==> src/rtl/keypad_pkg.sv <==
// rtl/keypad_pkg.sv - shared keypad scan types, column drive patterns and row decode helpers
package keypad_pkg;

    localparam int KEY_W = 4;

    typedef enum logic [1:0] {
        SCAN     = 2'd0,
        DEBOUNCE = 2'd1,
        RELEASE  = 2'd2
    } scan_state_e;

    // Active-low walking-zero drive, same pattern as the display anodes
    localparam logic [3:0] COL_PATTERN [4] = '{4'b0111, 4'b1011, 4'b1101, 4'b1110};

    function automatic logic single_low(input logic [3:0] rows);
        return (rows == 4'b1110) || (rows == 4'b1101) ||
               (rows == 4'b1011) || (rows == 4'b0111);
    endfunction

    function automatic logic [1:0] low_index(input logic [3:0] rows);
        logic [1:0] idx;
        idx = 2'd0;
        case (rows)
            4'b1101: idx = 2'd1;
            4'b1011: idx = 2'd2;
            4'b0111: idx = 2'd3;
            default: idx = 2'd0;
        endcase
        return idx;
    endfunction

endpackage

==> src/rtl/sync2.sv <==
// rtl/sync2.sv - two-flop synchronizer for asynchronous active-low row lines, resets to all ones
module sync2 #(
    parameter int W = 4
) (
    input  logic         clk_in,
    input  logic         rst,
    input  logic [W-1:0] d_in,
    output logic [W-1:0] q_out
);

    logic [W-1:0] r_meta;
    logic [W-1:0] r_sync;

    always_ff @(posedge clk_in or posedge rst) begin
        if (rst) begin
            r_meta <= '1;
            r_sync <= '1;
        end else begin
            r_meta <= d_in;
            r_sync <= r_meta;
        end
    end

    assign q_out = r_sync;

endmodule

==> src/rtl/keypad_scanner.sv <==
// rtl/keypad_scanner.sv - 4x4 keypad column scanner with debounce and sticky valid/ack key output
module keypad_scanner
    import keypad_pkg::*;
#(
    parameter int SCAN_DIV       = 100000,
    parameter int DEBOUNCE_SCANS = 4
) (
    input  logic             clk_in,
    input  logic             rst,
    input  logic [3:0]       row_in,
    input  logic             key_ack,
    output logic [3:0]       col_out,
    output logic [KEY_W-1:0] key_code,
    output logic             key_valid,
    output logic             overrun
);

    localparam int             DIV_W    = (SCAN_DIV > 1) ? $clog2(SCAN_DIV) : 1;
    localparam logic [DIV_W-1:0] DIV_LAST = DIV_W'(SCAN_DIV - 1);
    localparam logic [3:0]     DEB_N    = 4'(DEBOUNCE_SCANS);

    logic [3:0]       w_rows_s;
    logic             w_tick;
    logic             w_single;
    logic [1:0]       w_row_idx;
    scan_state_e      w_state_nxt;
    logic [1:0]       w_col_nxt;
    logic [3:0]       w_match_nxt;
    logic [3:0]       w_rel_nxt;
    logic             w_capture;
    logic             w_emit;

    scan_state_e      r_state;
    logic [DIV_W-1:0] r_div;
    logic [1:0]       r_col;
    logic [3:0]       r_col_out;
    logic [3:0]       r_cap_rows;
    logic [1:0]       r_cap_row;
    logic [3:0]       r_match;
    logic [3:0]       r_rel;
    logic [KEY_W-1:0] r_key_code;
    logic             r_key_valid;
    logic             r_overrun;

    sync2 #(.W(4)) u_row_sync (
        .clk_in (clk_in),
        .rst    (rst),
        .d_in   (row_in),
        .q_out  (w_rows_s)
    );

    assign w_tick    = (r_div == DIV_LAST);
    assign w_single  = single_low(w_rows_s);
    assign w_row_idx = low_index(w_rows_s);

    always_ff @(posedge clk_in or posedge rst) begin
        if (rst) begin
            r_state <= SCAN;
        end else begin
            r_state <= w_state_nxt;
        end
    end

    // Rows are only judged at the end of a column period so the lines have settled
    always_comb begin
        w_state_nxt = r_state;
        w_col_nxt   = r_col;
        w_match_nxt = r_match;
        w_rel_nxt   = r_rel;
        w_capture   = 1'b0;
        w_emit      = 1'b0;
        if (w_tick) begin
            case (r_state)
                SCAN: begin
                    if (w_single) begin
                        w_capture   = 1'b1;
                        w_match_nxt = 4'd1;
                        w_state_nxt = DEBOUNCE;
                    end else begin
                        w_col_nxt = r_col + 2'd1;
                    end
                end
                DEBOUNCE: begin
                    if (w_rows_s == r_cap_rows) begin
                        w_match_nxt = r_match + 4'd1;
                        if (w_match_nxt == DEB_N) begin
                            w_emit      = 1'b1;
                            w_rel_nxt   = 4'd0;
                            w_state_nxt = RELEASE;
                        end
                    end else begin
                        w_col_nxt   = r_col + 2'd1;
                        w_state_nxt = SCAN;
                    end
                end
                RELEASE: begin
                    if (w_rows_s == 4'hF) begin
                        w_rel_nxt = r_rel + 4'd1;
                        if (w_rel_nxt == DEB_N) begin
                            w_rel_nxt   = 4'd0;
                            w_col_nxt   = r_col + 2'd1;
                            w_state_nxt = SCAN;
                        end
                    end else begin
                        w_rel_nxt = 4'd0;
                    end
                end
                default: w_state_nxt = SCAN;
            endcase
        end
    end

    always_ff @(posedge clk_in or posedge rst) begin
        if (rst) begin
            r_div       <= '0;
            r_col       <= 2'd0;
            r_col_out   <= 4'b0111;
            r_cap_rows  <= 4'hF;
            r_cap_row   <= 2'd0;
            r_match     <= 4'd0;
            r_rel       <= 4'd0;
            r_key_code  <= '0;
            r_key_valid <= 1'b0;
            r_overrun   <= 1'b0;
        end else begin
            r_div     <= w_tick ? '0 : r_div + DIV_W'(1);
            r_col     <= w_col_nxt;
            r_col_out <= COL_PATTERN[w_col_nxt];
            r_match   <= w_match_nxt;
            r_rel     <= w_rel_nxt;
            if (w_capture) begin
                r_cap_rows <= w_rows_s;
                r_cap_row  <= w_row_idx;
            end
            // An ack in the emit cycle frees the slot, so the new key replaces the old one
            if (w_emit) begin
                if (!r_key_valid || key_ack) begin
                    r_key_code  <= {r_cap_row, r_col};
                    r_key_valid <= 1'b1;
                end else begin
                    r_overrun <= 1'b1;
                end
            end else if (key_ack && r_key_valid) begin
                r_key_valid <= 1'b0;
                r_overrun   <= 1'b0;
            end
        end
    end

    assign col_out   = r_col_out;
    assign key_code  = r_key_code;
    assign key_valid = r_key_valid;
    assign overrun   = r_overrun;

endmodule

==> config.mk <==
export PLATFORM = sky130hd
export DESIGN_NAME = keypad_scanner
export DESIGN_NICKNAME = d
export VERILOG_FILES = /design/src/rtl/keypad_pkg.sv /design/src/rtl/sync2.sv /design/src/rtl/keypad_scanner.sv
export SDC_FILE = /design/constraint.sdc
export NUM_CORES = 1
export LEC_CHECK = 0
export CELL_PAD_IN_SITES_DETAIL_PLACEMENT = 1
export CELL_PAD_IN_SITES_GLOBAL_PLACEMENT = 1
export CORE_MARGIN = 2
export CORE_UTILIZATION = 47
export CTS_CLUSTER_DIAMETER = 40
export DETAILED_ROUTE_END_ITERATION = 12
export PLACE_DENSITY = 0.85
export SLEW_MARGIN = 5
export SYNTH_ARGS = -nofsm -noshare
export SYNTH_HDL_FRONTEND = slang
export SYNTH_SLANG_ARGS = --single-unit
==> constraint.sdc <==
create_clock -name clk_in -period 2.51 [get_ports clk_in]
set_input_delay 0.502 -clock clk_in [delete_from_list [all_inputs] [get_ports clk_in]]
set_output_delay 0.502 -clock clk_in [all_outputs]
set_load 0.005 [all_outputs]
### After elaboration in Yosys (flattened, before gate mapping)

Cells that the tools add are included.

| word-level totals | value |
|---|---|
| register bits | 53 |
| word-level logic and storage cells | 91 |
| output and inout bits | 10 |
| input bits | 7 |

| operators by class | value |
|---|---|
| equal/unequal tests | 19 |
| $lt $le $gt $ge | 1 |
| bitwise gates (word level) | 1 |
| reductions and logical operators | 16 |
| muxes and demuxes | 37 |
| $add $sub $neg | 4 |

Operator list:

| kind | count |
|---|---|
| $mux 4 | 8 |
| $mux 2 | 10 |
| $pmux 2 s3 | 3 |
| $add 17x1->17 const B | 1 |
| $eq 17x17->1 const B | 1 |
| $mux 17 | 1 |
| $eq 4x4->1 const B | 4 |
| $pmux 4 s2 | 2 |
| $eq 4x3->1 const B | 3 |
| $mux 1 | 12 |
| $ne 2x2->1 const B | 6 |
| $add 4x1->4 const B | 2 |
| $bmux 4 s2 | 1 |
| $reduce_and 4->1 | 2 |
| $reduce_and 2->1 | 3 |
| $reduce_bool 2->1 | 3 |
| $reduce_and 5->1 | 1 |
| $eq 4x4->1 | 1 |
| $logic_or 1x1->1 | 4 |
| $ge 3x3->1 const B | 1 |
| $ne 3x3->1 const B | 1 |
| $not 2->3 | 1 |
| $add 2x1->2 const B | 1 |
| $eq 2x1->1 const B | 1 |
| other kinds (5) | 5 |

### Logic depth before layout (Yosys ltp)

| depth | value |
|---|---|
| depth after elaboration | 11 |
| mapped depth | 8 |
| depth with buffers taken out | 6 |

### Cells and area by module

From an unflattened synthesis, not the netlist that was laid out.

| unflattened totals | value |
|---|---|
| cells, all modules | 219 |
| area total of the unflattened synthesis | 2489.9 sq um |

Modules (own cells, without submodules):

| module | area each (sq um) | cells each | seq. area each (sq um) | times used |
|---|---|---|---|---|
| keypad_scanner | 2275.9 | 210 | 1134.8 | 1 |
| sync2 | 214.0 | 9 | 210.2 | 1 |

### Worst setup path after synthesis

No wires, ideal clock.

| path | value |
|---|---|
| path kind | register -> register |
| start point | register r_div[0] |
| end point | register r_match[3] |
| stages on the path, launching flop included | 8 |
| path buffers | 1 |
| period minus slack after synthesis | 1934 ps |
| setup slack | 576 ps |
| setup time | 64 ps |
| required time | 2446 ps |
| data arrival time | 1870 ps |
| cells stage by stage | dfrtp_1 ha_1 and4_1 buf_2 nand4_1 or4b_4 nor4_2 a211o_1 |

| on the way | value |
|---|---|
| longest elaborated chain between the ends | 2 |

RTL lines:

| item | RTL line | source |
|---|---|---|
| start: declaration | keypad_scanner.sv:34 | `logic [DIV_W-1:0] r_div;` |
| start signal: assignment | keypad_scanner.sv:126 | `r_div <= w_tick ? '0 : r_div + DIV_W'(1);` |
| $eq 17x17->1 | keypad_scanner.sv:52 | `assign w_tick = (r_div == DIV_LAST);` |
| $reduce_and 4->1 (no line) | n/a |  |
| end signal: assignment | keypad_scanner.sv:129 | `r_match <= w_match_nxt;` |
| end: declaration | keypad_scanner.sv:39 | `logic [3:0] r_match;` |

Every way passes these cells.
A chain may end at the register's enable or synchronous reset.

### Worst setup path in the final report

| path | value |
|---|---|
| start point | register r_div[0] |
| end point | register r_key_code[1], in the netlist key_code[1] |

| on the way | value |
|---|---|
| longest elaborated chain between the ends | 3 |

RTL lines:

| item | RTL line | source |
|---|---|---|
| $eq 17x17->1 | keypad_scanner.sv:52 |  |
| $mux 1 | keypad_scanner.sv:72 | `if (w_tick) begin` |
| $reduce_and 2->1 (no line) | n/a |  |
| end signal: assignment | keypad_scanner.sv:138 | `r_key_code <= {r_cap_row, r_col};` |
| end: declaration | keypad_scanner.sv:41 | `logic [KEY_W-1:0] r_key_code;` |

Every way passes these cells.

==> impl_metrics.tcl <==
set metrics [dict create \
    status "complete, no violations" \
    max_freq_ghz 0.4468 \
    first_global_vias 1797 \
    area_delta_synth_final_pct 14.24 \
    slowest_stage "dfrtp_1" \
    hold_buffers 0 \
    clk_pin_slew_ps 90 \
    p_leak_nw 1.277 \
    fin_setup_tns_ps 0 \
    p_int_mw 1.140 \
    yosysUniqueCellTypes 47 \
    yosysTopAreaCellShare_pct 37.98 \
    hold_path_class "reg2reg" \
    syn_area_per_cell_um2 11.92 \
    reg2reg_depth 6 \
    antenna_found_initial 0 \
    cts.sinks 53 \
    r2r_slack_ps 270 \
    grt_use_total_pct 18.85 \
    ys_top_cells_by_count "dfrtp_1 (38), nand2_1 (18), dfstp_2 (15)" \
    drc 0 \
    cts_tree "built" \
    cpPeakStageDelay_ps 400 \
    timing.critical_path.to "key_code[1]$_DFFE_PP0P_" \
    syn-num-nets 220 \
    drv_cap 0 \
    diodes 0 \
    powerDensity_nw_per_um2 507.9 \
    hold_violations 0 \
    critical_path_required_ps 2700 \
    cp_num_cells 6 \
    grt-ovfl-total 0 \
    synth.most_common_cell "dfrtp_1" \
    netlist_instances 210 \
    synth-seq-cells 53 \
    cts_setup_buffers 0 \
    cts_buffers 5 \
    io_pins 17 \
    relSlewSlack_pct 65.53 \
    final-setup-viol-count 0 \
    async_flop_share_pct 100.0 \
    routabilityCongestion 0.8134 \
    start_util_pct 48.71 \
    yosysWarnings 0 \
    ys_top_cells_by_area "dfrtp_1 (38%), dfstp_2 (16%), mux2_1 (5.4%), xor2_1 (3.5%), xnor2_1 (3.1%)" \
    vias 1682 \
    path_cells "ha_1 > and4_1 > nand4_1 > nand4b_1 > nor2_1 > mux2_1" \
    grt_start_max_net_pins 33 \
    p_seq_share_pct 60.4 \
    critPathKind "reg2reg" \
    finalCritPeriodShare_pct 89.16 \
    holdWs_ps 360.2 \
    utilization_pct 55.65 \
    cp-start-kind "register" \
    grt_pass1_wl_um 8728 \
    r2r_end "key_code[1]$_DFFE_PP0P_" \
    drive_above_1_share_pct 17.67 \
    cts-root-buf "clkbuf_8" \
    clk_latency_ps 310 \
    crit_path_end_kind "register" \
    post-synth-top-area-cell "dfrtp_1" \
    syn_area_um2 2504 \
    worst_ep_arrival_time_ps 2430 \
    core_area_um2 5140 \
    peakVddDrop_mv 0.3028 \
    final_nets 241 \
    yosys_most_used_dff "dfrtp_1" \
    power_frac_comb_pct 3.6 \
    fin_skew_ps 8.821 \
    fp-row-count 26 \
    drv_slew 0 \
    cts_buffer_depth 2 \
    synth_edf_count 0 \
    seq_area_frac_synth_pct 53.72 \
    post-dp-hpwl_um 3542 \
    worst-path-buf-inv 0 \
    clockPowerShare_pct 36.0 \
    ctsResizeCount 0 \
    nFillCells 566 \
    cpLargestDelayFamily "simple AND/OR/NAND/NOR gates" \
    numPortBuffers 16 \
    rsz0062_at_grt "false" \
    cp_max_fo 8 \
    switching_share_pct 21.53 \
    critPathLaunch "r_div[0]$_DFF_PP0_" \
    viasPerCell 5.570 \
    die_w_um 76.99 \
    routedWlPerCell_um 16.46 \
    p_sw_uw 312.8 \
    period_needed_ps 2238 \
    ant_nets 0 \
    worst_pin_slew_ps 514.2 \
    wirelength_um 4970 \
    die_y_um 76.99 \
    instances_no_fill 302 \
    first_pass_iters 4 \
    htreeDepth 2 \
    die_area_um2 5927 \
    drtIter0Drc 74 \
    holdPathStages 0 \
    placedCellCount 294 \
    regToRegStartpoint "r_div[0]$_DFF_PP0_" \
]
[cells in the final DEF (no fill, tap or decap), types with 3 or more instances in the layout]
| master | netlist | routed |
|---|---|---|
| a211o_1 | 3 | 3 |
| a21oi_1 | 4 | 4 |
| and3_1 | 6 | 6 |
| buf_4 | 0 | 3 |
| clkbuf_8 | 0 | 7 |
| clkdlybuf4s50_1 | 0 | 16 |
| dfrtp_1 | 38 | 38 |
| dfstp_2 | 15 | 15 |
| ha_1 | 3 | 3 |
| mux2_1 | 12 | 12 |
| nand2_1 | 18 | 18 |
| nand2b_1 | 3 | 3 |
| nand3_1 | 11 | 11 |
| nand4_1 | 7 | 7 |
| nand4b_1 | 3 | 3 |
| nor2_1 | 13 | 13 |
| nor2b_1 | 3 | 3 |
| nor3b_1 | 3 | 3 |
| o21ai_0 | 6 | 6 |
| xnor2_1 | 9 | 9 |
| xor2_1 | 10 | 10 |
[layout make-up]
class                   count  area (µm²)  share of cell area [%]
multi-input cells         148        1112                   38.89
flip-flops and latches     53        1345                   47.03
clock buffers               7       96.34                   3.368
inverters                   3       11.26                  0.3937
clock inverters             1       5.005                  0.1750
well taps                  70       87.58                   3.062
repair buffers             20       202.7                   7.087
[power groups by stage]
stage	clock network, mW	registers (mW)	logic [mW]
2_1_floorplan	0	0.886	0.0377
3_3_place_gp	0	0.893	0.0535
3_5_place_dp	0	0.894	0.0546
4_1_cts	0.537	0.878	0.0549
5_1_grt	0.573	0.880	0.0593
6_report	0.522	0.878	0.0524
[flip-flops by register name, summed over array words and instances (netlist names), 4 cells and up]
signal and count:
u_row_sync.r_meta 4, r_div 17, r_match 4, r_cap_rows 4, u_row_sync.q_out 4, r_rel 4
col_out 4, key_code 4
[metrics by stage]
| step | instance area [µm²] | worst slack, ps | total power [mW] |
|---|---|---|---|
| finish | 2860 | 272.1 | 1.453 |
| detailed placement | 2759 | 332.7 | 0.9485 |
| CTS | 2860 | 268.8 | 1.470 |
| floorplan | 2504 | 576.1 | 0.9239 |
| global route | 2860 | 58.92 | 1.512 |
| global placement | 2759 | 429.1 | 0.9465 |
[cells by family after synthesis]
kind of cell | share of synthesized area [%]
and+or+nand+nor | 21.29
DFF | 53.72
AOI/OAI and AO/OA | 6.147
xor gates and xnor gates | 8.396
muxes | 7.096
buffers and inverters | 1.849
adders and majority gates | 1.499
[worst min path at each step]
stage                                              start                       endpoint  slack (ps)
after floorplan           u_row_sync.r_meta[0]$_DFF_PP1_  u_row_sync.q_out[0]$_DFF_PP1_         350
after detailed placement  u_row_sync.r_meta[1]$_DFF_PP1_  u_row_sync.q_out[1]$_DFF_PP1_         350
after global routing      u_row_sync.r_meta[1]$_DFF_PP1_  u_row_sync.q_out[1]$_DFF_PP1_         370
after global placement    u_row_sync.r_meta[2]$_DFF_PP1_  u_row_sync.q_out[2]$_DFF_PP1_         350
final                     u_row_sync.r_meta[1]$_DFF_PP1_  u_row_sync.q_out[1]$_DFF_PP1_         360
after CTS                 u_row_sync.r_meta[1]$_DFF_PP1_  u_row_sync.q_out[1]$_DFF_PP1_         360
[metal layers]
| metal | part of all wire [%] | GRT usage, % | vias up |
|---|---|---|---|
| li1 | - | - | 791 |
| met1 | 46 | 24.44 | 857 |
| met2 | 49 | 29.91 | 25 |
| met3 | 3.3 | 5.294 | 9 |
| met4 | 1.6 | 7.679 | 0 |
| met5 | 0 | 0 | - |
[worst register-to-register path: stages (launching register included)]
cell and delay [ps]:
dfrtp_1 400, ha_1 210, and4_1 380, nand4_1 170
nand4b_1 230, nor2_1 340, mux2_1 380
No activity file was read; power rests on OpenSTA's default activity.
